### config.mk
export PLATFORM = sky130hd
export DESIGN_NAME = fetch_sequencer
export DESIGN_NICKNAME = d
export VERILOG_FILES = /design/src/rtl/fetch_sequencer.sv
export SDC_FILE = /design/constraint.sdc
export NUM_CORES = 1
export LEC_CHECK = 0
export CAP_MARGIN = 20
export CORE_AREA = 3 3 85 87
export CTS_CLUSTER_DIAMETER = 100
export DETAILED_ROUTE_END_ITERATION = 16
export DIE_AREA = 0 0 88 90
export PLACE_DENSITY = 0.8
export SLEW_MARGIN = 20
export SYNTH_ARGS = -nofsm -noshare
export SYNTH_HDL_FRONTEND = slang
export SYNTH_SLANG_ARGS = --single-unit
### constraint.sdc
create_clock -name clk -period 5.45 [get_ports clk]
set_input_delay 1.09 -clock clk [delete_from_list [all_inputs] [get_ports clk]]
set_output_delay 1.09 -clock clk [all_outputs]
set_load 0.02 [all_outputs]
### src/rtl/fetch_sequencer.sv
// Front-end fetch controller: reads an opcode byte plus 0-2 trailing bytes
// from a byte-wide memory port and presents one assembled instruction per
// out_valid/out_ready transfer. Owns the PC and absorbs redirects from execute,
// draining any memory request that is still outstanding.
//
// Handshakes:
//   mem_req/mem_ack : mem_req is held with a stable mem_addr until the cycle
//                     mem_ack is high; mem_rdata is taken in that same cycle.
//   out_valid/out_ready : an instruction transfers on a rising edge where both
//                     are high; outputs stay stable while out_valid is high and
//                     out_ready is low. out_valid is forced low while redirect=1.
module fetch_sequencer #(
    parameter int                 ADDR_W   = 16,
    parameter logic [ADDR_W-1:0]  RESET_PC = '0
) (
    input  logic              clk,
    input  logic              rst,
    output logic              mem_req,
    output logic [ADDR_W-1:0] mem_addr,
    input  logic              mem_ack,
    input  logic [7:0]        mem_rdata,
    output logic              out_valid,
    input  logic              out_ready,
    output logic [ADDR_W-1:0] out_pc,
    output logic [7:0]        out_opcode,
    output logic [7:0]        out_b1,
    output logic [7:0]        out_b2,
    output logic [1:0]        out_instr_t,
    input  logic              redirect,
    input  logic [ADDR_W-1:0] redirect_pc,
    output logic [2:0]        dbg_state
);

    typedef enum logic [2:0] {
        FETCH_OP = 3'd0,
        FETCH_B1 = 3'd1,
        FETCH_B2 = 3'd2,
        ISSUE    = 3'd3,
        DRAIN    = 3'd4
    } state_t;

    // Instruction classes: 0 Normal, 1 NormalImm, 2 ExtOp, 3 ExtOpImm.
    function automatic logic [1:0] classify(input logic [7:0] op);
        logic [1:0] cls;
        cls = 2'd0;
        if (op[7:4] <= 4'h8) begin
            cls = 2'd0;
        end else if (op[7:4] <= 4'hB) begin
            cls = 2'd1;
        end else begin
            case (op[5:2])
                4'h2, 4'h3, 4'h7, 4'hA, 4'hB, 4'hC, 4'hD, 4'hE: cls = 2'd3;
                default:                                          cls = 2'd2;
            endcase
        end
        return cls;
    endfunction

    state_t            state, state_d;
    logic [ADDR_W-1:0] pc;
    logic [ADDR_W-1:0] drain_addr;
    logic [ADDR_W-1:0] pc_q;
    logic [7:0]        opcode_q, b1_q, b2_q;
    logic [1:0]        type_q;
    logic [1:0]        op_cls;
    logic              latch_op, latch_b1, latch_b2, clear_bytes, enter_drain;

    assign op_cls = classify(mem_rdata);

    // State register.
    always_ff @(posedge clk) begin
        if (rst) state <= FETCH_OP;
        else     state <= state_d;
    end

    // Next-state and datapath strobes; a redirect overrides normal progress.
    always_comb begin
        state_d     = state;
        latch_op    = 1'b0;
        latch_b1    = 1'b0;
        latch_b2    = 1'b0;
        clear_bytes = 1'b0;
        enter_drain = 1'b0;
        case (state)
            FETCH_OP: if (mem_ack) begin
                latch_op = 1'b1;
                state_d  = (op_cls == 2'd0) ? ISSUE : FETCH_B1;
            end
            FETCH_B1: if (mem_ack) begin
                latch_b1 = 1'b1;
                state_d  = (type_q == 2'd3) ? FETCH_B2 : ISSUE;
            end
            FETCH_B2: if (mem_ack) begin
                latch_b2 = 1'b1;
                state_d  = ISSUE;
            end
            ISSUE: if (out_ready) begin
                clear_bytes = 1'b1;
                state_d     = FETCH_OP;
            end
            DRAIN: if (mem_ack) state_d = FETCH_OP;
            default: state_d = FETCH_OP;
        endcase
        if (redirect) begin
            latch_op    = 1'b0;
            latch_b1    = 1'b0;
            latch_b2    = 1'b0;
            clear_bytes = 1'b1;
            case (state)
                ISSUE:   state_d = FETCH_OP;
                DRAIN:   state_d = mem_ack ? FETCH_OP : DRAIN;
                default: begin
                    // An unanswered request is never abandoned: wait it out.
                    state_d     = mem_ack ? FETCH_OP : DRAIN;
                    enter_drain = !mem_ack;
                end
            endcase
        end
    end

    // PC, drain address and assembled instruction registers.
    always_ff @(posedge clk) begin
        if (rst) begin
            pc         <= RESET_PC;
            drain_addr <= RESET_PC;
            pc_q       <= RESET_PC;
            opcode_q   <= 8'h00;
            b1_q       <= 8'h00;
            b2_q       <= 8'h00;
            type_q     <= 2'd0;
        end else begin
            if (redirect)
                pc <= redirect_pc;
            else if (latch_op || latch_b1 || latch_b2)
                pc <= pc + ADDR_W'(1);
            if (enter_drain) drain_addr <= pc;
            if (latch_op) begin
                pc_q     <= pc;
                opcode_q <= mem_rdata;
                type_q   <= op_cls;
            end
            if (latch_b1) b1_q <= mem_rdata;
            if (latch_b2) b2_q <= mem_rdata;
            if (clear_bytes) begin
                b1_q <= 8'h00;
                b2_q <= 8'h00;
            end
        end
    end

    // Drain keeps presenting the address of the request still in flight.
    assign mem_req     = (state != ISSUE);
    assign mem_addr    = (state == DRAIN) ? drain_addr : pc;
    assign out_valid   = (state == ISSUE) && !redirect;
    assign out_pc      = pc_q;
    assign out_opcode  = opcode_q;
    assign out_b1      = b1_q;
    assign out_b2      = b2_q;
    assign out_instr_t = type_q;
    assign dbg_state   = state;

endmodule

Word-level counts from Yosys, hierarchy flattened
Memory sizes are Yosys's and may differ from the RTL's.
Cells that the tools add are included.
{"block": "totals", "reg_bits": 77, "rom_bits": 16, "in_bits": 29, "out_inout_bits": 63, "wordCells": 62, "memories": 1}
{"block": "classes", "addsub": 1, "magnitude_cmp": 2, "n_eq_ne": 11, "mux": 28, "reduce_logical": 11}
{"name": "(name not given)", "words": 16, "width": 1, "read_ports": 1, "rd_ports_with_merged_regs": 0, "write_ports": 0, "line": "51", "source": "case (op[5:2])"}
{"cell": "two-way mux 16 bit", "n": 3}
{"cell": "two-way mux 3 bit", "n": 8}
{"cell": "adder 16 x 1 -> 16 bit (second input constant)", "n": 1}
{"cell": "!= test 3 bit (second input constant)", "n": 5}
{"cell": "case mux 3 bit (5 select lines)", "n": 1}
{"cell": "two-way mux 1 bit", "n": 13}
{"cell": "less-or-equal comparator 4 bit (second input constant)", "n": 2}
{"cell": "equality test 3 x 2 -> 1 bit (second input constant)", "n": 2}
{"cell": "two-way mux 2 bit", "n": 3}
{"cell": "AND reduction 5 bit", "n": 1}
{"cell": "OR reduction 2 bit", "n": 2}
{"cell": "equality test 3 x 1 -> 1 bit (second input constant)", "n": 1}
{"cell": "equality test 3 bit (second input constant)", "n": 1}
{"cell": "zero test 3 bit", "n": 1}
{"cell": "!= test 3 x 2 -> 1 bit (second input constant)", "n": 1}
{"cell": "equality test 2 bit (second input constant)", "n": 1}
{"cell": "zero test 1 bit", "n": 2}
{"cell": "zero test 2 bit", "n": 1}
{"cell": "logical OR 1 bit", "n": 2}
{"cell": "nonzero test 2 bit", "n": 1}
{"cell": "logical AND 1 bit", "n": 1}

Longest topological paths before layout
{"block": "logic_depth", "word_depth": 8, "mapped_depth": 8, "mapped_depth_nobuf": 5}

Least setup slack after synthesis
OpenSTA, ideal clock, no wires.
{"block": "synth_path", "path_kind": "reg2out", "startpoint": "register state[0] (netlist: dbg_state[0])", "endpoint": "output port mem_addr[11]", "arrival_ns": 1.648, "required_time_ns": 4.360, "setup_slack_ns": 2.712, "path_stages_with_launch": 6, "n_path_buf": 3, "cell_sequence": "dfxtp_1 buf_2 nor3b_1 buf_2 buf_1 mux2_2"}
{"block": "synth_between", "elab_chain_cells": 2}
{"item": "from (decl)", "line": "59", "source": "state_t state, state_d;"}
{"item": "from (signal assigned)", "line": "73", "source": "else state <= state_d;"}
{"item": "equality test 3 bit", "line": "153", "source": "assign mem_addr = (state == DRAIN) ? drain_addr : pc;"}
{"item": "two-way mux 16 bit", "line": "153"}
{"item": "to (decl)", "line": "19", "source": "output logic [ADDR_W-1:0] mem_addr,"}
No other way between the ends.

Final worst setup path
{"block": "layout_path", "startpoint": "input port redirect", "endpoint": "output port out_valid"}
{"block": "layout_between", "elab_chain_cells": 2}
{"item": "from (decl)", "line": "29", "source": "input logic redirect,"}
{"item": "zero test 1 bit", "line": "154", "source": "assign out_valid = (state == ISSUE) && !redirect;"}
{"item": "logical AND 1 bit", "line": "154"}
{"item": "to (decl)", "line": "22", "source": "output logic out_valid,"}
No other way between the ends.

==> run_results.csv <==
group,metric,value,unit
run_status,status,"finished, final reports clean",
yosys,ys_seq_area_frac,0.4635,
route,ant_nets,0,
route,routedWlPerCell,16.01,um
route,viasPerCell,5.648,
placement,gp_congestion,0.8684,
clocking,post_cts_buffers,0,
yosys,synth.avg_cell_area,8.821,um2
sta,holdWs,0.4579,ns
pwr,switchingPower,0.3317,mW
route,drtPass1Iterations,5,
clocking,cts_inserted_buffers,9,
clocking,cts_root_buf,"clkbuf_8",
yosys,postSynthCellCount,377,
worst_hold_path,hold_start,"out_pc[2]$_SDFFE_PP0P_",
flow_run,drv_cap,0,
final_layout,final_common_cell,"clkdlybuf4s50_1",
route,first_iter_violations,160,
critical_path,path_common_cell,"clkdlybuf4s50_1",
pwr,p_comb_frac,0.148,
sta,fin_crit,3.675,ns
yosys,synthesis.area,3326,um2
floorplan,die_h,90,um
sta,fin_setup_tns,0,ns
global_routing,grt_antenna_before_repair,0,
placement,placed_cell_area,4267,um2
pwr,total_power,1.178,mW
critical_path,crit_required,4.36,ns
clocking,cts_sinks,77,
sta,setup_violations,0,
critical_path,rr_startpoint,"dbg_state[0]$_SDFFE_PP0P_",
final_layout,area_growth,34.16,%
critical_path,cp_cell_sequence,"clkdlybuf4s50_1 -> nor2_1 -> clkdlybuf4s50_1",
critical_path,crit_type,"in2out",
clocking,cts_tree,"built",
clocking,clk_pin_slew_worst_paths,0.08,ns
critical_path,crit_family,"buffers and inverters",
critical_path,cp.depth,3,
pwr,p_per_area,264.1,nW/um2
critical_path,r2r_cells,4,
route,drc,0,
floorplan,start_util,0.5178,
final_layout,nNetsFinal,490,
sta,max_freq,0.2721,GHz
sta,layout_worst_path_cycle_share,0.6743,
yosys,syn_nets,407,
yosys,yosysWarningCount,0,
floorplan,rows,29,
placement,hpwl,6093,um
floorplan,dieWidth,88,um
pwr,switching_share,0.2815,
sta,hold_viol,0,
clocking,clockBufferDepth,2,
worst_hold_path,hold_depth,2,
route,vias,3061,
floorplan,die-area,7920,um2
worst_hold_path,hold_path.class,"reg2reg",
final_layout,final_cell_mix,"clkdlybuf4s50_1, dfxtp_1, nand2_1",
sta,finClkSkew,0.006678,ns
yosys,synth_cell_types,47,
pwr,power_leakage,1.750,nW
pwr,irDropWorstVdd,144.5,uV
sta,tightest_slew,1.080,ns
final_layout,fill_cells,530,
final_layout,post-route-util,0.6947,
yosys,synth-edff-count,0,
route,routed_wl,8680,um
clocking,h-tree-depth,3,
global_routing,grt_pass1_wl,14460,um
clocking,holdBufCountCts,0,
critical_path,max_stage_delay,0.67,ns
final_layout,drive_gt1_frac,0.08387,
sta,slew_viol_final,0,
critical_path,worstSetupStartpoint,"redirect",
global_routing,grt-ovfl-total,0,
pwr,p_seq_frac,0.516,
global_routing,grtUsageTotal,0.2265,
floorplan,ios,92,
critical_path,critPathCaptureType,"output pin",
clocking,cts_resized,0,
placement,numPortBuffers,91,
yosys,synth_flop_cell,"dfxtp_1",
yosys,yosys_register_bits,77,
pwr,power_frac_clock,0.336,
critical_path,start_kind,"primary input",
yosys,ys_async_sr_fraction,0,
sta,slew_headroom,0.2803,
pwr,internal_power,0.8466,mW
critical_path,arrival,2.59,ns
clocking,clkLatencyLatePin,0.35,ns
floorplan,core_area,6422,um2
critical_path,worst-path-buf-inv,2,
final_layout,n_antenna_cell,0,
critical_path,slowest_stage,"clkdlybuf4s50_1",
global_routing,grt_pass1_vias,2986,
final_layout,fin_area,4462,um2
sta,rsz0062_at_grt,"false",
global_routing,grt_max_degree,61,
critical_path,cp_max_fo,13,
[cell usage after synthesis, types with 2 or more instances]
| cell | number | area share |
|---|---|---|
| o21ai_0 | 10 | 0.015 |
| and3_1 | 4 | 0.0075 |
| o31ai_1 | 3 | 0.0068 |
| clkbuf_1 | 15 | 0.017 |
| inv_1 | 8 | 0.0090 |
| or3_1 | 2 | 0.0038 |
| a21oi_1 | 26 | 0.039 |
| nor2_1 | 47 | 0.053 |
| o211ai_1 | 2 | 0.0045 |
| a211oi_1 | 10 | 0.023 |
| mux2_2 | 14 | 0.047 |
| a311oi_1 | 4 | 0.011 |
| nor4_1 | 3 | 0.0056 |
| nor3_1 | 2 | 0.0030 |
| and4_1 | 4 | 0.011 |
| mux2i_1 | 33 | 0.099 |
| a31oi_1 | 2 | 0.0038 |
| a2111oi_0 | 2 | 0.0053 |
| buf_2 | 6 | 0.0090 |
| xnor2_1 | 5 | 0.013 |
| nand2_1 | 59 | 0.067 |
| or4_1 | 2 | 0.0045 |
| nand4_1 | 4 | 0.0075 |
| nand3_1 | 11 | 0.017 |
| dfxtp_1 | 77 | 0.46 |
[stage by stage]
stage	setup slack [ns]	std cells
finish	1.775	542
detailed placement	1.795	525
global placement	1.820	524
global route	1.679	542
CTS	1.791	541
floorplan	2.712	377
[worst min-delay path, stage by stage, from the launching register on]
cell,delay [ns]
dfxtp_1,0.31
nand2_1,0.05
a21oi_1,0.05
[layout make-up]
cell class / count / area, um2 / area share
timing repair buffer: 95 / 943.4 / 0.2114
clock buffer: 10 / 137.6 / 0.03085
clock inverter: 6 / 46.29 / 0.01038
tap: 77 / 96.34 / 0.02159
inverter: 9 / 33.78 / 0.007572
sequential: 77 / 1541 / 0.3455
multi-input combinational: 268 / 1663 / 0.3727
[metal layers]
layer	vias to the layer above	share of wire	GRT usage	wire (um)
li1	1492	-	-	-
met1	1458	0.44	0.2949	3815
met3	16	0.055	0.04753	474
met4	0	0.015	0.08312	130
met5	-	0	0	0
met2	95	0.49	0.3649	4259
[state kept, by name (all words and copies together) (netlist names)]
signal,count
drain_addr,16
out_pc,16
pc,16
out_b1,8
out_b2,8
out_opcode,8
dbg_state,3
out_instr_t,2
[logic make-up (layout without fill, tap and decap cells)]
family,count (synthesis),after routing,synth area share
simple gates,146,146,0.1986
compound gates,68,68,0.1309
mux,47,47,0.1467
buf+inv,32,120,0.04063
flops,77,77,0.4635
fa+ha+maj,1,1,0.003762
xor+xnor,6,6,0.01580
[final timing paths]
kind | to | slack [ns]
max | out_valid | 1.77
min reg2reg | out_pc[2]$_SDFFE_PP0P_ | 0.46
min | out_pc[2]$_SDFFE_PP0P_ | 0.46
max reg2reg | drain_addr[15]$_SDFFE_PP0P_ | 3.18
[power groups by stage]
stage / logic, mW / clock network [mW] / registers, mW
3_5_place_dp: 0.173 / 0 / 0.621
6_report: 0.175 / 0.396 / 0.608
3_3_place_gp: 0.170 / 0 / 0.620
4_1_cts: 0.174 / 0.403 / 0.607
2_1_floorplan: 0.0912 / 0 / 0.621
5_1_grt: 0.189 / 0.426 / 0.611
No activity file was read; power rests on OpenSTA's default activity.
